`src/rtl/glay_outstanding_scheduler.sv`:
```
// Round-robin share of one memory request port across NUM_REQ engines, with
// per-requester outstanding credit limits and a flush/drain sequence that pulses done.
module glay_outstanding_scheduler #(
  parameter int NUM_REQ         = 4,
  parameter int CNT_WIDTH       = 4,
  parameter int MAX_OUTSTANDING = 8,
  parameter int ID_WIDTH        = $clog2(NUM_REQ)
) (
  input  logic                          ap_clk,
  input  logic                          areset,
  input  logic                          start,
  input  logic                          flush,
  input  logic [NUM_REQ-1:0]            req_valid,
  output logic [NUM_REQ-1:0]            req_ready,
  output logic                          mem_req_valid,
  input  logic                          mem_req_ready,
  output logic [ID_WIDTH-1:0]           mem_req_id,
  input  logic                          resp_valid,
  input  logic [ID_WIDTH-1:0]           resp_id,
  output logic [NUM_REQ*CNT_WIDTH-1:0]  outstanding,
  output logic                          busy,
  output logic                          done,
  output logic                          resp_err
);

  localparam logic [1:0] S_IDLE  = 2'd0;
  localparam logic [1:0] S_RUN   = 2'd1;
  localparam logic [1:0] S_DRAIN = 2'd2;
  localparam logic [1:0] S_DONE  = 2'd3;

  localparam logic [CNT_WIDTH-1:0] CNT_MAX  = CNT_WIDTH'(MAX_OUTSTANDING);
  localparam logic [ID_WIDTH-1:0]  ID_LAST  = ID_WIDTH'(NUM_REQ - 1);
  localparam logic [ID_WIDTH:0]    ID_COUNT = (ID_WIDTH + 1)'(NUM_REQ);

  logic [1:0]           r_state;
  logic [1:0]           w_state_nxt;
  logic [CNT_WIDTH-1:0] r_cnt [NUM_REQ];
  logic [CNT_WIDTH-1:0] w_cnt_nxt [NUM_REQ];
  logic [ID_WIDTH-1:0]  r_rr_ptr;
  logic [ID_WIDTH-1:0]  r_lock_id;
  logic                 r_lock_vld;
  logic                 r_resp_err;

  logic [NUM_REQ-1:0]   w_elig;
  logic [NUM_REQ-1:0]   w_rot;
  logic [NUM_REQ-1:0]   w_inc;
  logic [NUM_REQ-1:0]   w_dec;
  logic [NUM_REQ-1:0]   w_zero;
  logic                 w_found;
  logic [ID_WIDTH-1:0]  w_pick;
  logic [ID_WIDTH:0]    w_sum;
  logic                 w_arb_en;
  logic                 w_grant_vld;
  logic [ID_WIDTH-1:0]  w_grant_id;
  logic                 w_xfer;
  logic                 w_all_zero;
  logic                 w_err_hit;

  genvar gi;
  generate
    for (gi = 0; gi < NUM_REQ; gi++) begin : g_req
      assign w_elig[gi]  = req_valid[gi] && (r_cnt[gi] < CNT_MAX);
      assign w_zero[gi]  = (r_cnt[gi] == '0);
      assign w_inc[gi]   = w_xfer && (w_grant_id == ID_WIDTH'(gi));
      assign w_dec[gi]   = resp_valid && (resp_id == ID_WIDTH'(gi));
      assign req_ready[gi] = w_inc[gi];
      assign outstanding[gi*CNT_WIDTH +: CNT_WIDTH] = r_cnt[gi];
    end
  endgenerate

  // Rotate eligibility so bit 0 is the requester at rr_ptr; first set bit wins.
  assign w_rot = NUM_REQ'({w_elig, w_elig} >> r_rr_ptr);

  always_comb begin
    w_found = 1'b0;
    w_pick  = '0;
    w_sum   = '0;
    for (int k = 0; k < NUM_REQ; k++) begin
      if (!w_found && w_rot[k]) begin
        w_found = 1'b1;
        w_sum   = {1'b0, r_rr_ptr} + (ID_WIDTH + 1)'(k);
        if (w_sum >= ID_COUNT) begin
          w_sum = w_sum - ID_COUNT;
        end
        w_pick = w_sum[ID_WIDTH-1:0];
      end
    end
  end

  // A flush cycle already suppresses the request so a locked grant never transfers.
  assign w_arb_en    = (r_state == S_RUN) && !flush;
  assign w_grant_vld = w_arb_en && (r_lock_vld || w_found);
  assign w_grant_id  = r_lock_vld ? r_lock_id : w_pick;
  assign w_xfer      = w_grant_vld && mem_req_ready;

  assign mem_req_valid = w_grant_vld;
  assign mem_req_id    = w_grant_id;

  assign w_all_zero = &w_zero;
  assign w_err_hit  = |(w_dec & ~w_inc & w_zero);

  always_comb begin
    for (int i = 0; i < NUM_REQ; i++) begin
      w_cnt_nxt[i] = r_cnt[i];
      if (w_inc[i] && !w_dec[i]) begin
        w_cnt_nxt[i] = r_cnt[i] + 1'b1;
      end else if (w_dec[i] && !w_inc[i] && !w_zero[i]) begin
        w_cnt_nxt[i] = r_cnt[i] - 1'b1;
      end
    end
  end

  always_comb begin
    w_state_nxt = r_state;
    case (r_state)
      S_IDLE:  if (start)      w_state_nxt = S_RUN;
      S_RUN:   if (flush)      w_state_nxt = S_DRAIN;
      S_DRAIN: if (w_all_zero) w_state_nxt = S_DONE;
      default:                 w_state_nxt = S_IDLE;
    endcase
  end

  always_ff @(posedge ap_clk or posedge areset) begin
    if (areset) begin
      r_state    <= S_IDLE;
      r_rr_ptr   <= '0;
      r_lock_vld <= 1'b0;
      r_lock_id  <= '0;
      r_resp_err <= 1'b0;
      for (int i = 0; i < NUM_REQ; i++) begin
        r_cnt[i] <= '0;
      end
    end else begin
      r_state <= w_state_nxt;
      for (int i = 0; i < NUM_REQ; i++) begin
        r_cnt[i] <= w_cnt_nxt[i];
      end
      if (w_xfer) begin
        r_rr_ptr <= (w_grant_id == ID_LAST) ? '0 : w_grant_id + 1'b1;
      end
      r_lock_vld <= w_grant_vld && !mem_req_ready;
      if (w_grant_vld) begin
        r_lock_id <= w_grant_id;
      end
      if (w_err_hit) begin
        r_resp_err <= 1'b1;
      end
    end
  end

  assign busy     = (r_state != S_IDLE);
  assign done     = (r_state == S_DONE);
  assign resp_err = r_resp_err;

endmodule

```
`config.mk`:
```
export PLATFORM = sky130hd
export DESIGN_NAME = glay_outstanding_scheduler
export DESIGN_NICKNAME = d
export VERILOG_FILES = /design/src/rtl/glay_outstanding_scheduler.sv
export SDC_FILE = /design/constraint.sdc
export NUM_CORES = 1
export LEC_CHECK = 0
export ABC_CLOCK_PERIOD_IN_PS = 8850
export BUFFER_PORTS_ARGS = -buffer_cell sky130_fd_sc_hd__buf_2
export CAP_MARGIN = 20
export CORE_UTILIZATION = 40
export CTS_BUF_LIST = sky130_fd_sc_hd__clkbuf_16
export DETAILED_ROUTE_END_ITERATION = 8
export GPL_TIMING_DRIVEN = 0
export PLACE_DENSITY = 0.61
export SYNTH_ARGS = -nofsm -noshare
export SYNTH_HDL_FRONTEND = slang
export SYNTH_SLANG_ARGS = --single-unit
```
`constraint.sdc`:
```
create_clock -name ap_clk -period 8.85 [get_ports ap_clk]
set_input_delay 0.885 -clock ap_clk [delete_from_list [all_inputs] [get_ports ap_clk]]
set_output_delay 0.885 -clock ap_clk [all_outputs]
set_load 0.005 [all_outputs]
```
; ---- Yosys cells after proc, flatten, opt, wreduce, memory -nomap -nowiden
; Cells that the tools add are included.
[totals]
register_bits = 24
in_bits = 12
output_inout_bits = 26
word_cells = 139
[classes]
add_sub_neg = 16
magnitude_cmp = 8
n_eq_ne = 12
shift = 1
n_mux = 26
bitwise = 3
reduce_logical = 64
[ops]
columns = cell, n
row1 = $mux W4, 8
row2 = $logic_and A1 B1 Y1, 31
row3 = $mux W2, 13
row4 = $logic_not A1 Y1, 17
row5 = $add A4 B1 Y4 const B, 4
row6 = $logic_not A4 Y1, 4
row7 = $lt A4 B4 Y1 const B, 4
row8 = $sub A4 B1 Y4 const B, 4
row9 = $eq A2 B2 Y1 const B, 6
row10 = $reduce_bool A2 Y1, 5
row11 = $ge A3 B3 Y1 const B, 3
row12 = $and A4 B4 Y4, 2
row13 = $shr A8 B2 Y4, 1
row14 = $sub A2 B1 Y2 const B, 4
row15 = $add A2 B2 Y3 const B, 2
row16 = $eq A2 B1 Y1 const B, 3
row17 = $logic_not A2 Y1, 3
row18 = $ne A2 B2 Y1 const B, 3
row19 = $pmux W2 S3, 1
row20 = $mux W1, 4
row21 = $not A4 Y4, 1
row22 = $reduce_and A4 Y1, 1
row23 = $reduce_or A4 Y1, 1
row24 = $add A2 B1 Y3 const B, 1
row25 = other kinds (4), 4

; ---- Logic depth before layout (Yosys ltp)
; Gate-level depths: netlist (run 1).
[depth]
word_depth = 22
mapped_depth = 16
depth_no_buf = 16

; ---- Least setup slack after synthesis (run 1)
; OpenSTA, ideal clock, no wires.
[synth_timing]
path_kind = in2reg
start = input port req_valid[0]
end = register r_cnt, in the netlist outstanding[7]
setup_ps = 129
t_arrival_ps = 3371
required_ps = 8721
path_slack_ps = 5350
cell_stages = 15
path_buffers = 0
cell_sequence = nor2b_2 > a21boi_0 > o22a_1 > mux2_2 > ha_1 > nand2_1 > a21o_1 > inv_1 > nand2b_1 > ha_1 > a21o_1 > a21oi_1 > a2111oi_0 > a311oi_1 > a21oi_1
[synth_between]
elab_cells_between_ends = 28
classes_between = eq/ne: 1 / shift: 1 / mux: 10 / reduce/logical: 16
[synth_lines]
columns = item, line_no
row1 = "start, declared", 13  ; input logic [NUM_REQ-1:0] req_valid,
row2 = $logic_and A1 B1 Y1 *, 62  ; assign w_elig[gi] = req_valid[gi] && (r_cnt[gi] < CNT_MAX);
row3 = $shr A8 B2 Y4 *, 72  ; assign w_rot = NUM_REQ'({w_elig, w_elig} >> r_rr_ptr);
row4 = $mux W1, 79  ; if (!w_found && w_rot[k]) begin
row5 = $logic_not A1 Y1, 79
row6 = $logic_and A1 B1 Y1, 79
row7 = $mux W1, 79
row8 = $logic_not A1 Y1, 79
row9 = $logic_and A1 B1 Y1, 79
row10 = [4 not listed], n/a
row11 = $mux W2 *, 93  ; assign w_grant_id = r_lock_vld ? r_lock_id : w_pick;
row12 = named net mem_req_id[0], 17  ; output logic [ID_WIDTH-1:0] mem_req_id,
row13 = $eq A2 B1 Y1 *, 64  ; assign w_inc[gi] = w_xfer && (w_grant_id == ID_WIDTH'(gi));
row14 = $logic_and A1 B1 Y1 *, 64
row15 = named net req_ready[1], 14  ; output logic [NUM_REQ-1:0] req_ready,
row16 = $logic_not A1 Y1, 107  ; end else if (w_dec[i] && !w_inc[i] && !w_zero[i]) begin
row17 = $logic_and A1 B1 Y1 (2 in series), 107
row18 = $reduce_bool A2 Y1 (no source line), n/a
row19 = "end signal, assigned by index", 136  ; r_cnt[i] <= w_cnt_nxt[i];
row20 = "end, declared", 37  ; logic [CNT_WIDTH-1:0] r_cnt [NUM_REQ];
; The timed path passes the listed nets; every way through them passes the cells marked *.
; A chain may end at the register's enable or synchronous reset.

; ---- Worst setup path in the final report (run 1)
[layout_timing]
start = input port req_valid[0]
end = output port req_ready[2]
[layout_between]
elab_chain_cells = 16
elab_cells_between_ends = 22
classes_between = eq/ne: 1 / shift: 1 / mux: 9 / reduce/logical: 11
[layout_lines]
columns = item, line_no
row1 = $logic_and A1 B1 Y1 *, 62
row2 = $shr A8 B2 Y4 *, 72
row3 = branches (longest 13 deep; another with $mux W2), n/a
row4 = $logic_and A1 B1 Y1 *, 64
row5 = "end, declared", 14
; Mark *: on every way between the ends.

==> impl_metrics.csv, run 1 <==
group,metric,value,unit
status,status,"complete, but fails checks",
status,violations,"design-rule violations",
power_and_ir_drop,powerDensity,318,mW/mm^2
worst_setup_path,critical_path_class,"input port to primary output",
floorplan,die_area,0.00505,mm^2
yosys,synth_cell_area,0.00191,mm^2
clock_tree,numCtsBuffers,3,
routing,drt-total-wl,3870,um
cells_and_area,number_of_diodes_added_for_antenna_fixing,0,
cells_and_area,area.growth.synth_to_final,19.4,%
timing,final.period_utilization,0.426,
routing,postRouteAntennaNets,0,
clock_tree,cts-root-buf,"clkbuf_16",
clock_tree,clkLatencyLatePin,260,ps
worst_setup_path,maximum_fanout_encountered_on_the_critical_timing_path,6,
grt,global_route.usage.total,0.166,
floorplan,dieHeight,71.1,um
placement,dpl.hpwl,3020,um
worst_setup_path,crit_path_top_delay_cell,"nor2b_2",
clock_tree,cts.repair.resized,0,
floorplan,boundaryPins,38,
routing,drcViolationCount,5,
yosys,post_synth_xor_area_fraction,0.0367,
cells_and_area,drive_gt1_frac,0.284,
clock_tree,clock_tree.buffer_depth,2,
timing,skew,4.52,ps
timing,grt_setup_unrepaired,"false",
yosys,yosysSeqAreaShare,0.315,
floorplan,rows,24,
cells_and_area,stdcell_area,0.00228,mm^2
yosys,yosysTopAreaCellShare,0.315,
worst_setup_path,critical_path.most_common_cell,"buf_2",
yosys,synth_flop_cell,"dfrtp_1",
grt,wire_length_of_the_first_global_routing_pass,6670,um
worst_setup_path,critical_path_arrival,2890,ps
timing,final_period_minus_worst_setup_slack,3770,ps
yosys,synth-seq-cells,24,
yosys,synth_enable_flop_cells,0,
worst_setup_path,worst_path_largest_cell_delay,340,ps
cells_and_area,utilization_after_layout,0.509,
timing,hold_violations,0,
yosys,post_synth_mux_area_share,0.0839,
timing,max-slew-margin-rel,0.578,
yosys,syn_avg_cell_area,10.4,um^2
timing,fmax,265,MHz
yosys,synth_top_area_cell,"dfrtp_1",
routing,drt-wirelength-per-cell,14.0,um
yosys,basic_gate_share_of_the_synthesized_area_counting_and_or_nand_and_nor_cells,0.153,
placement,place.gp.congestion,0.825,
yosys,synth_compound_gate_area_share,0.235,
placement,port_buffers,37,
grt,total_grt_overflow,0,
yosys,yosysUniqueCellTypes,52,
yosys,synthAdderAreaFrac,0.147,
clock_tree,number_of_hold_repair_buffers_added_at_the_cts_stage,0,
worst_setup_path,rrSetupSlack,5370,ps
yosys,total_nets_after_synthesis,215,
worst_setup_path,worstSetupEndpointType,"primary output",
worst_setup_path,crit_required,7970,ps
grt,first_global_vias,1422,
min_path,worst_hold_path_type,"flop to flop",
worst_setup_path,cp_cell_sequence,"buf_2 -> nor2b_2 -> a21boi_0 -> o22a_1 -> mux2_2 -> inv_1 -> ha_1 -> nand4b_1 -> a21oi_2 -> buf_2",
yosys,synth.top_cells.by_area,"dfrtp_1 (31%), ha_1 (10%), fa_1 (4.2%), inv_1 (3.0%), mux2_2 (3.0%)",
floorplan,area_of_the_core_region,0.00447,mm^2
timing,final-setup-viol-count,0,
grt,antenna_found_initial,0,
timing,fin_hold_ws,504,ps
routing,drt-vias-per-instance,5.34,
routing,first_iter_violations,54,
clock_tree,clock_tree_from_tritoncts,"done",
power_and_ir_drop,p_leak,1.08,nW
grt,pin_count_of_the_biggest_net_entering_global_routing,25,
cells_and_area,num-nets-final,258,
timing,worstMarginPinSlew,632,ps
clock_tree,clkSinkCount,24,
timing,slew_viol_final,0,
yosys,synth_top_family_by_area,"compound AO/OA/AOI/OAI gates",
clock_tree,clk_transition_reported_paths,70,ps
job,max-cap-violations,0,
power_and_ir_drop,totalPowerFinal,0.000724,W
placement,dpl_cell_area,0.00216,mm^2
power_and_ir_drop,ir_worst_vdd,0.129,mV
routing,detail_route.first_pass.iterations,6,
worst_setup_path,cp_top_family,"compound AO/OA/AOI/OAI gates",
floorplan,die_width,71.1,um
routing,num_vias,1478,
yosys,yosysWarnings,0,
yosys,postSynth.asyncResetShare,1.00,
yosys,postSynthCellCount,183,
worst_setup_path,timing.critical_path.buf_inv,3,
floorplan,start_util,0.426,
timing,setup-tns-final,0,ps
clock_tree,htree_num_levels,1,
worst_setup_path,worstSetupStartpointType,"input port",
clock_tree,cts_setup_buffers,0,
-- kinds of logic (layout without fill, tap and decap cells) --
logic type / after synthesis / after routing
AO/OA/AOI/OAI: 55 / 55
XOR/XNOR: 8 / 8
adder cells (fa/ha/maj): 20 / 20
buffers and inverters: 15 / 57
flip-flops: 24 / 24
multiplexers: 14 / 14
AND/OR/NAND/NOR: 47 / 47
-- flip-flops by register name, summed over array words and instances, names as in the netlist --
register	cells
resp_err	1
r_lock_vld	1
r_lock_id	2
outstanding	16
r_rr_ptr	2
r_state	2
-- cells in the final DEF, fill, tap and decap left out, types with 2 or more instances in the layout --
master | netlist | routed
a21o_1 | 7 | 7
nand4b_1 | 2 | 2
nand3_1 | 3 | 3
mux2_2 | 5 | 5
nor2_1 | 7 | 7
and2b_1 | 2 | 2
mux2_4 | 2 | 2
o21ai_4 | 2 | 2
buf_2 | 0 | 37
o221ai_1 | 2 | 2
a31oi_1 | 2 | 2
mux2i_1 | 4 | 4
xor2_1 | 5 | 5
xnor2_1 | 3 | 3
mux2_1 | 3 | 3
fa_1 | 4 | 4
nand4_1 | 2 | 2
nand2_1 | 10 | 10
clkbuf_16 | 0 | 3
inv_1 | 15 | 15
nor4_1 | 3 | 3
o21ai_2 | 2 | 2
and3b_1 | 3 | 3
o22ai_1 | 4 | 4
o21ai_0 | 7 | 7
o22a_1 | 3 | 3
nand3b_1 | 2 | 2
ha_1 | 16 | 16
nor2b_2 | 2 | 2
a21boi_4 | 2 | 2
a21oi_1 | 8 | 8
a21boi_0 | 2 | 2
dfrtp_1 | 24 | 24
nor2b_1 | 3 | 3
nand2b_1 | 3 | 3
-- path summary, 6_finish.rpt --
kind                       cells after the start              to            start
setup / recovery                              10    req_ready[2]     req_valid[0]
hold / removal                                 2        resp_err         resp_err
max in group asynchronous                      3    r_lock_id[1]           areset
setup reg to reg                              16  outstanding[7]  outstanding[11]
min in group asynchronous                      2  outstanding[2]           areset
hold reg to reg                                2        resp_err         resp_err
-- layout make-up --
type	instances	area, um^2
Inverter	15	56.3
Sequential cell	24	601
Fill cell	416	2200
Timing Repair Buffer	38	200
Tap cell	52	65.1
Clock inverter	1	30.0
Multi-Input combinational cell	144	1250
Clock buffer	3	75.1
-- metrics by stage --
stage | worst slack, ps | instances
6_report | 5080 | 277
5_1_grt | 4860 | 277
4_1_cts | 5080 | 276
3_5_place_dp | 4900 | 272
3_3_place_gp | 4890 | 272
2_1_floorplan | 5350 | 183
-- tightest hold or removal path: stages (launching register included) --
cell and delay [ps]:
dfrtp_1 350, a31oi_1 50, nand3_1 70
-- cells in the mapped netlist, types with 3 or more instances --
library cell	number
mux2_1	3
nand2_1	10
xnor2_1	3
nor2_1	7
nor2b_1	3
and3b_1	3
nand3_1	3
nand2b_1	3
xor2_1	5
o22a_1	3
o21ai_0	7
fa_1	4
ha_1	16
mux2_2	5
o22ai_1	4
a21oi_1	8
dfrtp_1	24
a21o_1	7
inv_1	15
mux2i_1	4
nor4_1	3
-- metal layers --
| layer | global-route usage | up-vias | wire, um |
|---|---|---|---|
| li1 | - | 766 | - |
| met1 | 0.232 | 670 | 1960 |
| met2 | 0.264 | 36 | 1680 |
| met3 | 0.0370 | 6 | 172 |
| met4 | 0.0356 | 0 | 53 |
| met5 | 0 | - | 0 |
-- power by group --
part | internal (W) | switching, W
Clock | 0.0000900 | 0.0000422
Combinational | 0.000180 | 0.000180
Sequential | 0.000163 | 0.0000689
Power figures use the tool's default switching activity.
==> run 2, diff against run 1 <==
- ABC_AREA: default -> 1
- ABC_CLOCK_PERIOD_IN_PS: 8850 -> 3400
- PLACE_DENSITY: 0.61 -> 0.63
- clock period: 8.85 -> 3.4 ns (I/O delays scaled with it)
==> impl_metrics.csv, run 2 <==
group,metric,value,unit
status,status,"finished, final reports clean",
yosys,synth.top_cells.by_area,"dfrtp_1 (30%), ha_1 (10%), nand2_1 (9.1%), inv_1 (8.5%), nand3_1 (6.8%)",
routing,drcViolationCount,0,
yosys,yosysWarnings,0,
floorplan,start_util,0.417,
cells_and_area,most_common_cell_after_layout_fill_and_taps_aside,"nand2_1",
placement,place.gp.congestion,0.786,
grt,global_route.usage.total,0.167,
power_and_ir_drop,ir_worst_vdd,0.357,mV
timing,final-setup-viol-count,0,
worst_setup_path,critical_path_class,"flop to flop",
placement,dp_cells,353,
yosys,synth_top_area_cell,"dfrtp_1",
yosys,synth_cell_area,0.00198,mm^2
yosys,yosysUniqueCellTypes,32,
worst_setup_path,worstSetupStartpoint,"r_rr_ptr[0]",
cells_and_area,num-nets-final,328,
clock_tree,clk_transition_reported_paths,60,ps
routing,drt-wirelength-per-cell,11.5,um
worst_setup_path,reg2reg_from,"r_rr_ptr[0]",
routing,drt-total-wl,4140,um
grt,antenna_found_initial,0,
timing,final_period_minus_worst_setup_slack,3140,ps
placement,dpl.hpwl,3270,um
cells_and_area,instances_no_fill,361,
cells_and_area,max_ffs_per_register,16,
floorplan,area_of_the_core_region,0.00475,mm^2
power_and_ir_drop,powerDensity,951,mW/mm^2
timing,setup-tns-final,0,ps
yosys,postSynthCellCount,249,
clock_tree,clkLatencyLatePin,260,ps
grt,total_grt_overflow,0,
floorplan,rows,25,
power_and_ir_drop,p_leak,1.25,nW
yosys,synth-seq-cells,24,
floorplan,boundaryPins,38,
yosys,yosysSeqAreaShare,0.303,
cells_and_area,number_of_diodes_added_for_antenna_fixing,0,
timing,hold_violations,0,
min_path,worst_hold_path_type,"input port to asynchronous set/reset pin",
clock_tree,clkSinkCount,24,
yosys,synth_flop_cell,"dfrtp_1",
yosys,synth_enable_flop_cells,0,
cells_and_area,area.growth.synth_to_final,21.6,%
timing,slew_viol_final,0,
cells_and_area,layout.cells.most_common_list,"nand2_1 (47), inv_1 (44), buf_2 (37)",
clock_tree,numCtsBuffers,3,
grt,wire_length_of_the_first_global_routing_pass,7000,um
worst_setup_path,critical_path_arrival,3290,ps
routing,first_iter_violations,59,
yosys,yosys.cell_count.top_type,"nand2_1",
clock_tree,htree_num_levels,1,
yosys,total_nets_after_synthesis,281,
floorplan,die_width,72.4,um
placement,dpl_cell_area,0.00225,mm^2
job,max-cap-violations,0,
grt,pin_count_of_the_biggest_net_entering_global_routing,25,
worst_setup_path,crit_required,3550,ps
routing,num_vias,1725,
timing,final.period_utilization,0.923,
routing,detail_route.first_pass.iterations,4,
yosys,post_synth_most_frequent_cells,"nand2_1 (48), inv_1 (45), nand3_1 (27)",
worst_setup_path,maximum_fanout_encountered_on_the_critical_timing_path,7,
worst_setup_path,rrSetupSlack,260,ps
clock_tree,cts-root-buf,"clkbuf_16",
yosys,syn_avg_cell_area,7.96,um^2
yosys,yosysTopAreaCellShare,0.303,
grt,first_global_vias,1580,
timing,fmax,319,MHz
cells_and_area,stdcell_area,0.00241,mm^2
clock_tree,clock_tree.buffer_depth,2,
yosys,postSynth.asyncResetShare,1.00,
timing,max-slew-margin-rel,0.583,
worst_setup_path,worstSetupEndpointType,"flop",
timing,skew,6.20,ps
floorplan,die_area,0.00524,mm^2
cells_and_area,drive_gt1_frac,0.272,
cells_and_area,layout_filler_cell_count,505,
routing,drt-vias-per-instance,4.78,
clock_tree,clock_tree_from_tritoncts,"done",
worst_setup_path,worstSetupStartpointType,"flop",
placement,port_buffers,37,
floorplan,dieHeight,72.4,um
timing,worstMarginPinSlew,623,ps
routing,postRouteAntennaNets,0,
run 2: cell count changes after synthesis, moves of 6 or more:
cell | before | now
nor3_1 | 0 | 6
o21ai_1 | 0 | 7
nand3_1 | 3 | 27
nand2_2 | 0 | 6
inv_1 | 15 | 45
a21o_1 | 7 | 0
nand2_1 | 10 | 48
run 2: final cells by class:
| cell class | count | area (um^2) | area share |
|---|---|---|---|
| multi-input combinational | 174 | 1220 | 0.504 |
| sequential | 24 | 601 | 0.249 |
| timing repair buffer | 42 | 230 | 0.0954 |
| inverter | 50 | 195 | 0.0809 |
| tap | 67 | 83.8 | 0.0348 |
| clock buffer | 3 | 75.1 | 0.0311 |
| buffer | 1 | 11.3 | 0.00467 |
run 2: logic make-up (layout without fill, tap and decap cells):
group           after synthesis  after routing  synth area share
xor+xnor                      8              8            0.0353
flops                        24             24             0.303
buf+inv                      51             96             0.104
fa+ha+maj                    20             20             0.141
simple gates                118            118             0.335
compound gates               28             28            0.0814
run 2: metrics by stage:
step | utilization | hold WS [ps] | total power (W) | setup WS (ps)
3_5_place_dp | 0.474 | 473 | 0.00194 | 9.12
5_1_grt | 0.507 | 160 | 0.00257 | -21.2
2_1_floorplan | - | 355 | 0.00157 | 408
3_3_place_gp | 0.474 | 467 | 0.00192 | 63.0
6_report | 0.507 | 123 | 0.00229 | 262
4_1_cts | 0.490 | 312 | 0.00222 | 46.5
run 2: final timing paths:
path,to,cells after the start
worst max-delay path,outstanding[7],25
worst min-delay path,r_state[1],2
worst max register to register,outstanding[7],25
worst min register to register,r_lock_id[1],2
max in group asynchronous,r_lock_id[1],3
min in group ap_clk,r_lock_vld,2
run 2: power by group:
part / internal (W) / total [W] / leakage (nW) / switching, W
Sequential: 0.000419 / 0.000574 / 0.287 / 0.000155
Combinational: 0.000617 / 0.00147 / 0.929 / 0.000848
Clock: 0.000156 / 0.000254 / 0.0370 / 0.0000988
run 2: what timing repair did:
action | CTS | global route
endpoints found under the setup margin | 1 | 4
pin swaps | 0 | 0
hold buffers | 0 | 0
buffers inserted | 0 | 4
gates resized for setup | 1 | 9
run 2: layer usage:
layer	GRT usage	up-vias	wire length (um)
met5	0	-	0
met4	0.0261	0	20
met3	0.0236	2	110
met2	0.295	24	2030
met1	0.221	798	1980
li1	-	901	-
run 2: critical path, cell delays in order, from the launching register on:
cell      delay (ps)
dfrtp_1          370
buf_6            140
nand3_1          100
nand3_1          110
nand2_2          100
nand2_2           70
nor2_4           120
inv_1             70
nand2_1           80
nand2_1           60
o211ai_1          90
o21ai_2          110
inv_1            120
ha_1             210
nand4_4          150
inv_2            110
nand2_2          110
ha_4             250
nand2_1           60
nand2_1           50
a31oi_2          170
nand4_1          140
nand2_1          100
nand2_1           50
nand2_1           50
inv_1             30
